--- src/rtl/mem_bus_arbiter.sv ---
// Round-robin arbiter sharing the single-port main-memory bus between
// Icache refills and Dcache refills/writebacks. Each grant owns the bus
// for one LINE_WORDS-beat burst; at least one idle cycle separates bursts.
//
// state    | meaning
// IDLE     | bus free, arbitrate on the sampled requests
// IC_BURST | Icache refill burst in progress
// DC_BURST | Dcache refill or writeback burst in progress
module mem_bus_arbiter #(
  parameter int LINE_WORDS = 4
) (
  input  logic        clk,
  input  logic        rst_n,
  input  logic        ic_req_i,
  input  logic [31:0] ic_addr_i,
  output logic        ic_gnt_o,
  output logic [31:0] ic_rdata_o,
  output logic        ic_rvalid_o,
  output logic        ic_done_o,
  input  logic        dc_req_i,
  input  logic        dc_we_i,
  input  logic [31:0] dc_addr_i,
  input  logic [31:0] dc_wdata_i,
  output logic        dc_gnt_o,
  output logic [31:0] dc_rdata_o,
  output logic        dc_rvalid_o,
  output logic        dc_wnext_o,
  output logic        dc_done_o,
  output logic        mem_req_o,
  output logic        mem_we_o,
  output logic [31:0] mem_addr_o,
  output logic [31:0] mem_wdata_o,
  input  logic        mem_ack_i,
  input  logic [31:0] mem_rdata_i
);

  localparam int          CW        = $clog2(LINE_WORDS);
  localparam logic [31:0] LINE_MASK = ~(32'(LINE_WORDS * 4) - 32'd1);
  localparam logic [CW-1:0] LAST_BEAT = CW'(LINE_WORDS - 1);

  typedef enum logic [1:0] {
    IDLE     = 2'd0,
    IC_BURST = 2'd1,
    DC_BURST = 2'd2
  } state_t;

  state_t        state_q, state_d;
  logic [CW-1:0] cnt_q, cnt_d;
  logic [31:0]   base_q, base_d;
  logic          we_q, we_d;
  logic          last_dc_q, last_dc_d;
  logic          ic_gnt_q, ic_gnt_d;
  logic          dc_gnt_q, dc_gnt_d;

  logic pick_ic;
  logic pick_dc;
  logic last_beat;

  // Ties go to whoever did not own the bus last.
  assign pick_ic   = ic_req_i && (!dc_req_i || last_dc_q);
  assign pick_dc   = dc_req_i && (!ic_req_i || !last_dc_q);
  assign last_beat = (cnt_q == LAST_BEAT);

  // State and burst context registers; reset aborts any burst at once.
  always_ff @(posedge clk or negedge rst_n) begin
    if (!rst_n) begin
      state_q   <= IDLE;
      cnt_q     <= '0;
      base_q    <= '0;
      we_q      <= 1'b0;
      last_dc_q <= 1'b1;
      ic_gnt_q  <= 1'b0;
      dc_gnt_q  <= 1'b0;
    end else begin
      state_q   <= state_d;
      cnt_q     <= cnt_d;
      base_q    <= base_d;
      we_q      <= we_d;
      last_dc_q <= last_dc_d;
      ic_gnt_q  <= ic_gnt_d;
      dc_gnt_q  <= dc_gnt_d;
    end
  end

  // Next-state: arbitration in IDLE, beat counting during a burst.
  always_comb begin
    state_d   = state_q;
    cnt_d     = cnt_q;
    base_d    = base_q;
    we_d      = we_q;
    last_dc_d = last_dc_q;
    ic_gnt_d  = 1'b0;
    dc_gnt_d  = 1'b0;
    case (state_q)
      IDLE: begin
        if (pick_ic) begin
          state_d   = IC_BURST;
          base_d    = ic_addr_i & LINE_MASK;
          we_d      = 1'b0;
          cnt_d     = '0;
          last_dc_d = 1'b0;
          ic_gnt_d  = 1'b1;
        end else if (pick_dc) begin
          state_d   = DC_BURST;
          base_d    = dc_addr_i & LINE_MASK;
          we_d      = dc_we_i;
          cnt_d     = '0;
          last_dc_d = 1'b1;
          dc_gnt_d  = 1'b1;
        end
      end
      IC_BURST, DC_BURST: begin
        if (mem_ack_i) begin
          if (last_beat) begin
            state_d = IDLE;
            cnt_d   = '0;
          end else begin
            cnt_d = cnt_q + 1'b1;
          end
        end
      end
      default: begin
        state_d = IDLE;
        cnt_d   = '0;
      end
    endcase
  end

  // Outputs: bus drive from the burst context, beat strobes follow mem_ack_i.
  always_comb begin
    mem_req_o   = 1'b0;
    mem_we_o    = 1'b0;
    mem_addr_o  = '0;
    ic_rvalid_o = 1'b0;
    ic_done_o   = 1'b0;
    dc_rvalid_o = 1'b0;
    dc_wnext_o  = 1'b0;
    dc_done_o   = 1'b0;
    case (state_q)
      IC_BURST: begin
        mem_req_o   = 1'b1;
        mem_addr_o  = base_q + (32'(cnt_q) << 2);
        ic_rvalid_o = mem_ack_i;
        ic_done_o   = mem_ack_i && last_beat;
      end
      DC_BURST: begin
        mem_req_o   = 1'b1;
        mem_we_o    = we_q;
        mem_addr_o  = base_q + (32'(cnt_q) << 2);
        dc_rvalid_o = mem_ack_i && !we_q;
        dc_wnext_o  = mem_ack_i && we_q;
        dc_done_o   = mem_ack_i && last_beat;
      end
      default: begin
        mem_req_o = 1'b0;
      end
    endcase
  end

  assign ic_gnt_o    = ic_gnt_q;
  assign dc_gnt_o    = dc_gnt_q;
  assign ic_rdata_o  = mem_rdata_i;
  assign dc_rdata_o  = mem_rdata_i;
  assign mem_wdata_o = dc_wdata_i;

endmodule

--- config.mk ---
export PLATFORM = sky130hd
export DESIGN_NAME = mem_bus_arbiter
export DESIGN_NICKNAME = d
export VERILOG_FILES = /design/src/rtl/mem_bus_arbiter.sv
export SDC_FILE = /design/constraint.sdc
export NUM_CORES = 1
export LEC_CHECK = 0
export CAP_MARGIN = 15
export CORE_AREA = 2 2 104 106
export CTS_BUF_LIST = sky130_fd_sc_hd__clkbuf_4 sky130_fd_sc_hd__clkbuf_8
export CTS_CLUSTER_SIZE = 10
export DETAILED_ROUTE_END_ITERATION = 8
export DIE_AREA = 0 0 106 108
export PLACE_DENSITY = 0.76
export SYNTH_ARGS = -nofsm -noshare
export SYNTH_HDL_FRONTEND = slang
export SYNTH_SLANG_ARGS = --single-unit
--- constraint.sdc ---
create_clock -name clk -period 3.1 [get_ports clk]
set_input_delay 0.31 -clock clk [delete_from_list [all_inputs] [get_ports clk]]
set_output_delay 0.31 -clock clk [all_outputs]
set_load 0.03 [all_outputs]
== After elaboration in Yosys (flattened, before gate mapping) ==
Index checks and enable logic that the tools add are counted.
Storage, ports and cells
  bits in registers: 40
  latch bits: 0
  bits in writable memories: 0
  ROM bits: 0
  input port bits: 134
  output and inout port bits: 137
  word-level logic and storage cells: 61
  memories: 0
Cells by class
  add/sub/neg operators: 2
  multipliers: 0
  div/mod/pow operators: 0
  magnitude comparators: 0
  eq/ne operators: 6
  shifts and indexed selects: 0
  multiplexer cells: 29
  bitwise gates (word level): 0
  reductions and logical operators: 17
Operator list (count)
  32-bit 2-to-1 mux: 3
  32-bit by 4-bit adder with 32-bit output: 1
  1-bit 2-to-1 mux: 16
  2-bit 2-to-1 mux: 8
  2-bit case mux with 2 select lines: 2
  1-bit logical AND: 5
  2-bit equality test, second input constant: 2
  1-bit logical NOT: 4
  2-bit by 1-bit inequality test with 1-bit output, second input constant: 2
  2-bit AND reduction: 2
  3-bit inequality test, second input constant: 1
  3-bit AND reduction: 1
  2-bit by 1-bit adder with 2-bit output, second input constant: 1
  2-bit by 1-bit equality test with 1-bit output, second input constant: 1
  2-bit logical NOT: 1
  1-bit logical OR: 2
  2-bit nonzero test: 1
  2-bit OR reduction: 1

== Logic depth before layout (Yosys ltp) ==
Gate-level depths: netlist of run 1.
  depth after elaboration: 6
  gate-level depth with buffers: 7
  depth with buffers taken out: 5

== Worst setup path before layout of run 1 ==
No wires, ideal clock.
  path type: reg-to-output
  start: register state_q[0]
  end: output port mem_addr_o[10]
  data arrival time: 1497 ps
  slack: 1293 ps
  stages on the path, launching flop included: 5
  cell sequence: dfrtp_1 inv_1 ha_1 clkbuf_1 and2_1
On the way
  cells in the longest elaborated chain, start to end: 3
  elaborated cells between the ends (all ways): 4
  classes of those cells: eq/ne (2); mux (1); reduce/logical (1)
RTL lines
  start: declaration: line 47  | state_t state_q, state_d;
  start signal: assignment: line 75  | state_q <= state_d;
  2-bit by 1-bit equality test with 1-bit output / 2-bit equality test (equally long branches): line 139  | case (state_q)
  2-bit OR reduction (no source line) *
  32-bit 2-to-1 mux *
  end: declaration: line 31  | output logic [31:0] mem_addr_o,
Mark *: on every way between the ends. The rest lies on a longest branch, timed or not.

== Worst setup path after layout of run 1 ==
  start: register state_q[0]
  end: output port mem_addr_o[15]
Same word-level chain as after synthesis.

==> results of run 1 <==
-- synth_stat cells, types with 2 or more instances --
cell type  count
clkbuf_1       6
nand3_1       29
nor3b_1        2
o21ai_1       19
nor2_1        29
buf_4        102
dfrtp_1       35
buf_6          5
and2_1        32
clkbuf_2       2
a31oi_1       29
inv_1          7
a21oi_1        2
and3_1         5
o21ai_0       11
nand2_1        2
buf_2          4
ha_1           4
mux2i_1        2
-- worst paths after layout --
| path | startpoint | end | slack, ns | depth (start not counted) |
|---|---|---|---|---|
| max reg2reg | last_dc_q$_DFFE_PN1P_ | base_q[7]$_DFFE_PN0P_ | 1.19 | 4 |
| min | rst_n | cnt_q[1]$_DFFE_PN0P_ | 0.13 | 1 |
| max | state_q[0]$_DFFE_PN0P_ | mem_addr_o[15] | 0.54 | 5 |
| min in group clk | we_q$_DFFE_PN0P_ | we_q$_DFFE_PN0P_ | 0.54 | 2 |
| max in group asynchronous | rst_n | base_q[13]$_DFFE_PN0P_ | 2.43 | 1 |
| min reg2reg | we_q$_DFFE_PN0P_ | we_q$_DFFE_PN0P_ | 0.54 | 2 |
-- state kept, by name, summed over array words and instances (netlist names) --
name	cells
dc_gnt_o	1
state_q	2
base_q	28
ic_gnt_o	1
cnt_q	2
last_dc_q	1
we_q	1
-- power by group --
part	internal (mW)	switching (mW)	total, mW
Clock	0.199	0.173	0.372
Combinational	0.839	1.17	2.01
Sequential	0.703	0.113	0.816
Total	1.74	1.45	3.19
-- worst register-to-register path, cell delays in order (launching register included) --
cell and delay (ns):
dfstp_2 0.56, nand2b_1 0.56, buf_4 0.37, nand3_1 0.11, a31oi_1 0.22
-- cells in the final DEF, fill, tap and decap left out, types with 2 or more instances in the layout --
cell type        count
clkdlybuf4s50_1     99
dfrtp_1             35
and2_1              32
nand3_1             29
nor2_1              29
a31oi_1             29
o21ai_1             19
o21ai_0             11
inv_1                7
buf_4                7
clkbuf_8             6
and3_1               5
ha_1                 4
nand2_1              2
mux2i_1              2
nor3b_1              2
a21oi_1              2
conb_1               2
clkbuf_4             2
-- kinds of logic (layout without fill, tap and decap cells) --
logic type,Yosys count,after routing,synth area share [%]
simple gates,103,103,19.35
mux,3,3,1.120
fa+ha+maj,4,4,1.791
other cells,1,2,0.1342
compound gates,64,64,13.08
flops,36,36,32.29
buf+inv,126,122,32.24
-- layer usage --
metal | GRT usage [%] | up-vias | routed length (µm) | part of all wire, %
met1 | 15.59 | 1034 | 2986 | 35
met4 | 7.049 | 0 | 307 | 3.6
met3 | 6.028 | 33 | 1082 | 13
met2 | 23.32 | 164 | 4109 | 48
met5 | 0 | - | 0 | 0
li1 | - | 1017 | - | -
-- area by class of cell --
| type | instances | area share [%] |
|---|---|---|
| Clock buffer | 8 | 3.012 |
| Timing Repair Buffer | 107 | 32.36 |
| Sequential cell | 36 | 27.84 |
| Inverter | 7 | 0.8108 |
| Multi-Input combinational cell | 176 | 30.73 |
| Tap cell | 136 | 5.251 |
==> impl_summary.txt, run 1 <==
----------------------------------------------------
[Worst setup path]
  Maximum single-stage delay on the critical path ... 0.69 ns
  Startpoint Class ... flip-flop
  Dominant delay contributor by cell family on the critical path ... buffers and inverters
  Max stage delay cell, worst path ... clkdlybuf4s50_1
  Worst-path cell chain ... inv_1 -> ha_1 -> buf_4 -> and2_1 -> clkdlybuf4s50_1
  Worst setup EP type ... primary output
  Category of the most critical setup path ... reg -> out
  WP data required ... 2.79 ns
  CP max FO ... 35
  Worst path arrival time ... 2.25 ns
  CP bufs+invs ... 3

[Clocking]
  CTS tree ... built
  Total clock buffers created by CTS ... 5
  Buffer type at the clock tree root ... clkbuf_8
  Clock slew seen by the registers of the worst setup and hold paths ... 0.08 ns
  H-tree Lvls ... 2
  Longest Clk Path Bufs ... 2
  PostCTS Resize Cnt ... 0
  Number of buffers inserted by hold repair at cts ... 0
  Source-to-sink clock delay at the later pin of the worst-skew pair ... 0.28 ns
  Setup bufs post-CTS ... 0
  Clock sink total ... 36

[Yosys]
  Number of synthesized register bits ... 36
  Syn Area/Cell ... 8.291 µm²
  Share of the synthesized area in the top cell type ... 31.35%
  Number of distinct library cells after synthesis ... 29
  Post-Syn Instances ... 337
  Total standard cell area after synthesis ... 2794 µm²
  Post-synth ARST share ... 100.0%
  Warnings, synthesis ... 0
  Fraction of the yosys area taken by sequential cells ... 32.29%
  Top flip-flop cell by instance count after synthesis ... dfrtp_1
  Post-synth top area cell ... dfrtp_1
  Top area cells in the synthesized netlist ... dfrtp_1, buf_4, and2_1, a31oi_1, nand3_1
  Number of enable flip-flop cells after synthesis ... 0

[Power and ir drop]
  IR Drop Worst-Case VDD ... 413.6 µV
  Power Density ... 985.8 nW/µm²
  Leak pwr ... 1.285 nW
  Total chip power ... 3.195 mW

[Floorplanning]
  Top Ports ... 271
  Core area ... 10230 µm²
  Height of the die ... 108 µm
  Starting density of the core ... 27.31%
  Total die area ... 11450 µm²
  Width of the die ... 106 µm
  Number of rows created at floorplan ... 37

[Route]
  Avg WL per Cell ... 18.05 µm
  Number of detailed-routing iterations run before antenna repair ... 4
  Via count of the routed design ... 2248
  Post-route DRC ... 0
  Sum of routed wire length over all layers ... 8485 µm
  Post-DR vias/cell ... 4.783
  First DRT Iteration DRCs ... 107
  Post-route ant nets ... 0

[Timing]
  Worst slew margin relative to its limit ... 32.14%
  Total of endpoints with negative setup slack in the final report ... 0
  Worst hold slack ... 0.1334 ns
  Skew final ... 0.004801 ns
  Period minus WS final ... 2.561 ns
  Max Clock Freq ... 390.5 MHz
  Final setup slack of the worst path ... 0.5395 ns
  Transition time of the tightest slew-check pin ... 1.017 ns
  Sum of negative setup slack ... 0 ns
  Max-slew violations ... 0
  Final critical-path share of the clock period ... 82.60%
  Number of failing hold endpoints at the final stage ... 0
  RSZ-0062 raised after global routing ... no

[Placement]
  HPWL reported at the end of detailed placement ... 6322 µm
  Placed cell count ... 462
  Placer congestion estimate ... 0.7492
  Count of buffers inserted at the top-level ports ... 100
  Placed Instance Area ... 3143 µm²
  Pre-CTS setup slack ... 0.8401 ns

[GRT]
  Maximum number of pins on one net before global-route repair ... 37
  Number of global-route vias before repair ... 2118
  Global-route wire length before repair ... 12440 µm
  Aggregate global routing overflow ... 0
  Number of antenna violations at the first check in global routing ... 0
  Combined global-route utilization of all metal layers ... 14.10%

[Finish]
  Fin util ... 31.67%
  Count of placed standard cells in the final layout, fillers left out ... 470
  Post-Layout Inst Area ... 3241 µm²
  Filler instances ... 1079
  Multi-input combinational cell area ... 996.0 µm²
  Layout cells sized above 1 ... 5.988%
  Final antenna diode count ... 0
  Final net count ... 471
  Area grow syn2layout ... 15.99%
  Sequential standard cell area ... 902.1 µm²

[Flow run]
  Number of violations of the max-capacitance limit ... 0

[Min path]
  Class of the most critical hold timing path ... in -> async

[Run status]
  Outcome ... finished, final reports clean

----------------------------------------------------
No activity file was read; power rests on OpenSTA's default activity.
==> inputs of run 2 (changes only) <==
- clock period: 3.1 -> 2.5 ns (I/O delays scaled with it)
==> impl_summary.txt, run 2 (synthesis gave the netlist of run 1 again) <==
----------------------------------------------------
[Route]
  Post-route DRC ... 0 (unchanged)
  Uppermost layer routed ... met4
  DRT met1 WL ... 3007 µm (+0.70%)
  First DRT Iteration DRCs ... 104 (-2.8%)
  Sum of routed wire length over all layers ... 8188 µm (-3.5%)
  Avg WL per Cell ... 17.35 µm (-3.9%)
  Detailed route wirelength on metal3 ... 951 µm (-12%)
  Post-DR vias/cell ... 4.697 (-1.8%)
  Via count of the routed design ... 2217 (-1.4%)
  Post-route ant nets ... 0 (unchanged)
  Wire length on met2 ... 3928 µm (-4.4%)
  Number of detailed-routing iterations run before antenna repair ... 4 (unchanged)

[Clocking]
  Number of buffers inserted by hold repair at cts ... 0 (unchanged)
  Total clock buffers created by CTS ... 5 (unchanged)
  CTS tree ... built
  Buffer type at the clock tree root ... clkbuf_8
  Source-to-sink clock delay at the later pin of the worst-skew pair ... 0.28 ns (about the same)
  H-tree Lvls ... 2 (unchanged)
  Longest Clk Path Bufs ... 2 (unchanged)
  Clock sink total ... 36 (unchanged)
  Setup bufs post-CTS ... 0 (unchanged)
  Clock slew seen by the registers of the worst setup and hold paths ... 0.08 ns (about the same)

[Timing]
  Skew final ... 0.005750 ns (+0.0009492 ns)
  Number of failing hold endpoints at the final stage ... 0 (unchanged)
  Period minus WS final ... 2.267 ns
  Total of endpoints with negative setup slack in the final report ... 0 (unchanged)
  RSZ-0062 raised after global routing ... no
  Transition time of the tightest slew-check pin ... 0.9786 ns (-0.03825 ns)
  Max Clock Freq ... 441.1 MHz
  Final critical-path share of the clock period ... 90.68%
  Max-slew violations ... 0 (unchanged)
  Sum of negative setup slack ... 0 ns (unchanged)
  Worst slew margin relative to its limit ... 34.69% (+2.6 points)

[Floorplanning]
  Number of rows created at floorplan ... 37 (unchanged)
  Total die area ... 11450 µm² (unchanged)
  Top Ports ... 271 (unchanged)
  Width of the die ... 106 µm (unchanged)
  Core area ... 10230 µm² (unchanged)
  Starting density of the core ... 27.31% (unchanged)
  Height of the die ... 108 µm (unchanged)

[Placement]
  HPWL reported at the end of detailed placement ... 6180 µm (-2.2%)
  Placer congestion estimate ... 0.7480 (-0.16%)
  Count of buffers inserted at the top-level ports ... 100 (unchanged)
  Placed Instance Area ... 3126 µm² (-0.56%)

[Worst setup path]
  Category of the most critical setup path ... reg -> out
  Worst path arrival time ... 2.02 ns (-0.23 ns)
  Worst setup EP type ... primary output
  WP data required ... 2.25 ns (-0.54 ns)
  CP max FO ... 17 (-51%)
  Worst-path cell chain ... inv_1 -> ha_4 -> and2_1 -> clkdlybuf4s50_1
  Startpoint Class ... flip-flop
  CP bufs+invs ... 2 (-1)
  Maximum single-stage delay on the critical path ... 0.66 ns (-0.03 ns)
  Dominant delay contributor by cell family on the critical path ... buffers and inverters
  Max stage delay cell, worst path ... clkdlybuf4s50_1

[Power and ir drop]
  IR Drop Worst-Case VDD ... 409.2 µV (-1.1%)
  Switching share of power ... 45.73% (+0.22 points)
  Leak pwr ... 1.340 nW (+4.3%)
  Internal power ... 2.146 mW (+23%)
  Power Density ... 1224 nW/µm² (+24%)
  Power dissipated by switching net loads ... 1.808 mW (+24%)
  Proportion of power drawn by combinational gates ... 63.6% (+0.8 points)
  Clock Power Share ... 10.9% (-0.8 points)
  Portion of total power attributed to sequential cells ... 25.6% (about the same)

[Finish]
  Largest register by flop count ... base_q
  Final net count ... 473 (+0.42%)
  Leading cell type in the layout, fill and taps excluded ... clkdlybuf4s50_1
  Final antenna diode count ... 0 (unchanged)
  Layout cells sized above 1 ... 13.69% (+7.7 points)
  Filler instances ... 1076 (-0.28%)
  Flip-flop count of the largest register after layout ... 28 (unchanged)
  Area grow syn2layout ... 15.63%
  Largest regs ... base_q: 28 flops, cnt_q: 2 flops, state_q: 2 flops
  Post-Layout Inst Area ... 3231 µm² (-0.31%)
  Most frequent cells in the layout ... clkdlybuf4s50_1, dfrtp_1, and2_1

[Min path]
  Class of the most critical hold timing path ... in -> async

[GRT]
  Combined global-route utilization of all metal layers ... 13.52% (-0.57 points)
  Aggregate global routing overflow ... 0 (unchanged)
  Maximum number of pins on one net before global-route repair ... 58 (+57%)
  Global-route wire length before repair ... 12030 µm (-3.3%)
  Number of antenna violations at the first check in global routing ... 0 (unchanged)
  Number of global-route vias before repair ... 2135 (+0.80%)

[Flow run]
  Number of violations of the max-capacitance limit ... 0 (unchanged)

[Run status]
  Outcome ... finished, final reports clean

----------------------------------------------------
run 2: cell count changes in the layout (fill, tap and decap cells not counted), sizes merged:
cell	previous run	this run
clkinv	0	2
clkbuf	8	6
buf	8	33
clkdlybuf4s50	99	76
run 2: routing by layer:
| layer | up-vias | global-route usage (%) |
|---|---|---|
| met1 | 1026 | 14.56 |
| met4 | 0 | 7.049 |
| met5 | - | 0 |
| li1 | 1019 | - |
| met2 | 142 | 22.58 |
| met3 | 30 | 5.967 |
run 2: path summary, 6_finish.rpt:
| kind | start | end | slack [ns] | cells past startpoint |
|---|---|---|---|---|
| setup / recovery | state_q[0]$_DFFE_PN0P_ | mem_addr_o[29] | 0.23 | 4 |
| hold / removal | rst_n | ic_gnt_o$_DFF_PN0_ | 0.07 | 1 |
| setup reg to reg | state_q[0]$_DFFE_PN0P_ | state_q[0]$_DFFE_PN0P_ | 0.83 | 5 |
| hold reg to reg | base_q[21]$_DFFE_PN0P_ | base_q[21]$_DFFE_PN0P_ | 0.54 | 2 |
| max in group asynchronous | rst_n | base_q[10]$_DFFE_PN0P_ | 1.90 | 1 |
| min in group clk | mem_rdata_i[10] | ic_rdata_o[10] | 0.50 | 0 |
run 2: area by class of cell:
class	instances	area, µm²	share of cell area (%)
well taps	136	170.2	5.267
flip-flops and latches	36	902.1	27.92
multi-input cells	176	1008	31.22
clock inverters	2	10.01	0.3098
repair buffers	109	1031	31.91
inverters	7	26.28	0.8133
clock buffers	6	82.58	2.556
run 2: power groups by stage:
stage / sequential [mW] / combinational [mW] / clock (mW)
floorplan: 1.00 / 1.89 / 0
global placement: 1.01 / 2.46 / 0
detailed placement: 1.02 / 2.50 / 0
CTS: 1.01 / 2.51 / 0.460
global route: 1.05 / 2.71 / 0.492
finish: 1.01 / 2.51 / 0.430
run 2: stage by stage:
step | power [mW] | setup slack (ns) | util [%] | std cells | hold slack, ns
after global routing | 4.254 | 0.1227 | 31.58 | 472 | 0.1179
after detailed placement | 3.523 | 0.2730 | 30.55 | 464 | 0.4089
after CTS | 3.982 | 0.07247 | 31.48 | 472 | 0.08587
after floorplan | 2.889 | 0.7534 | - | 338 | -0.04559
after global placement | 3.472 | 0.3416 | 30.55 | 464 | 0.4014
final | 3.955 | 0.2331 | 31.58 | 472 | 0.06698
run 2: repair_timing:
item                       4_1_cts  5_1_grt
setup endpoints to repair        7        7
pin swaps                        0        0
gates resized for setup          1        1
run 2: worst register-to-register path, delay by kind of cell, from the launching register on:
family	cells	cell delay (ns)
compound gates	1	0.33
fa+ha+maj	1	0.38
buf+inv	1	0.12
flops	1	0.41
mux	1	0.26
simple gates	1	0.07
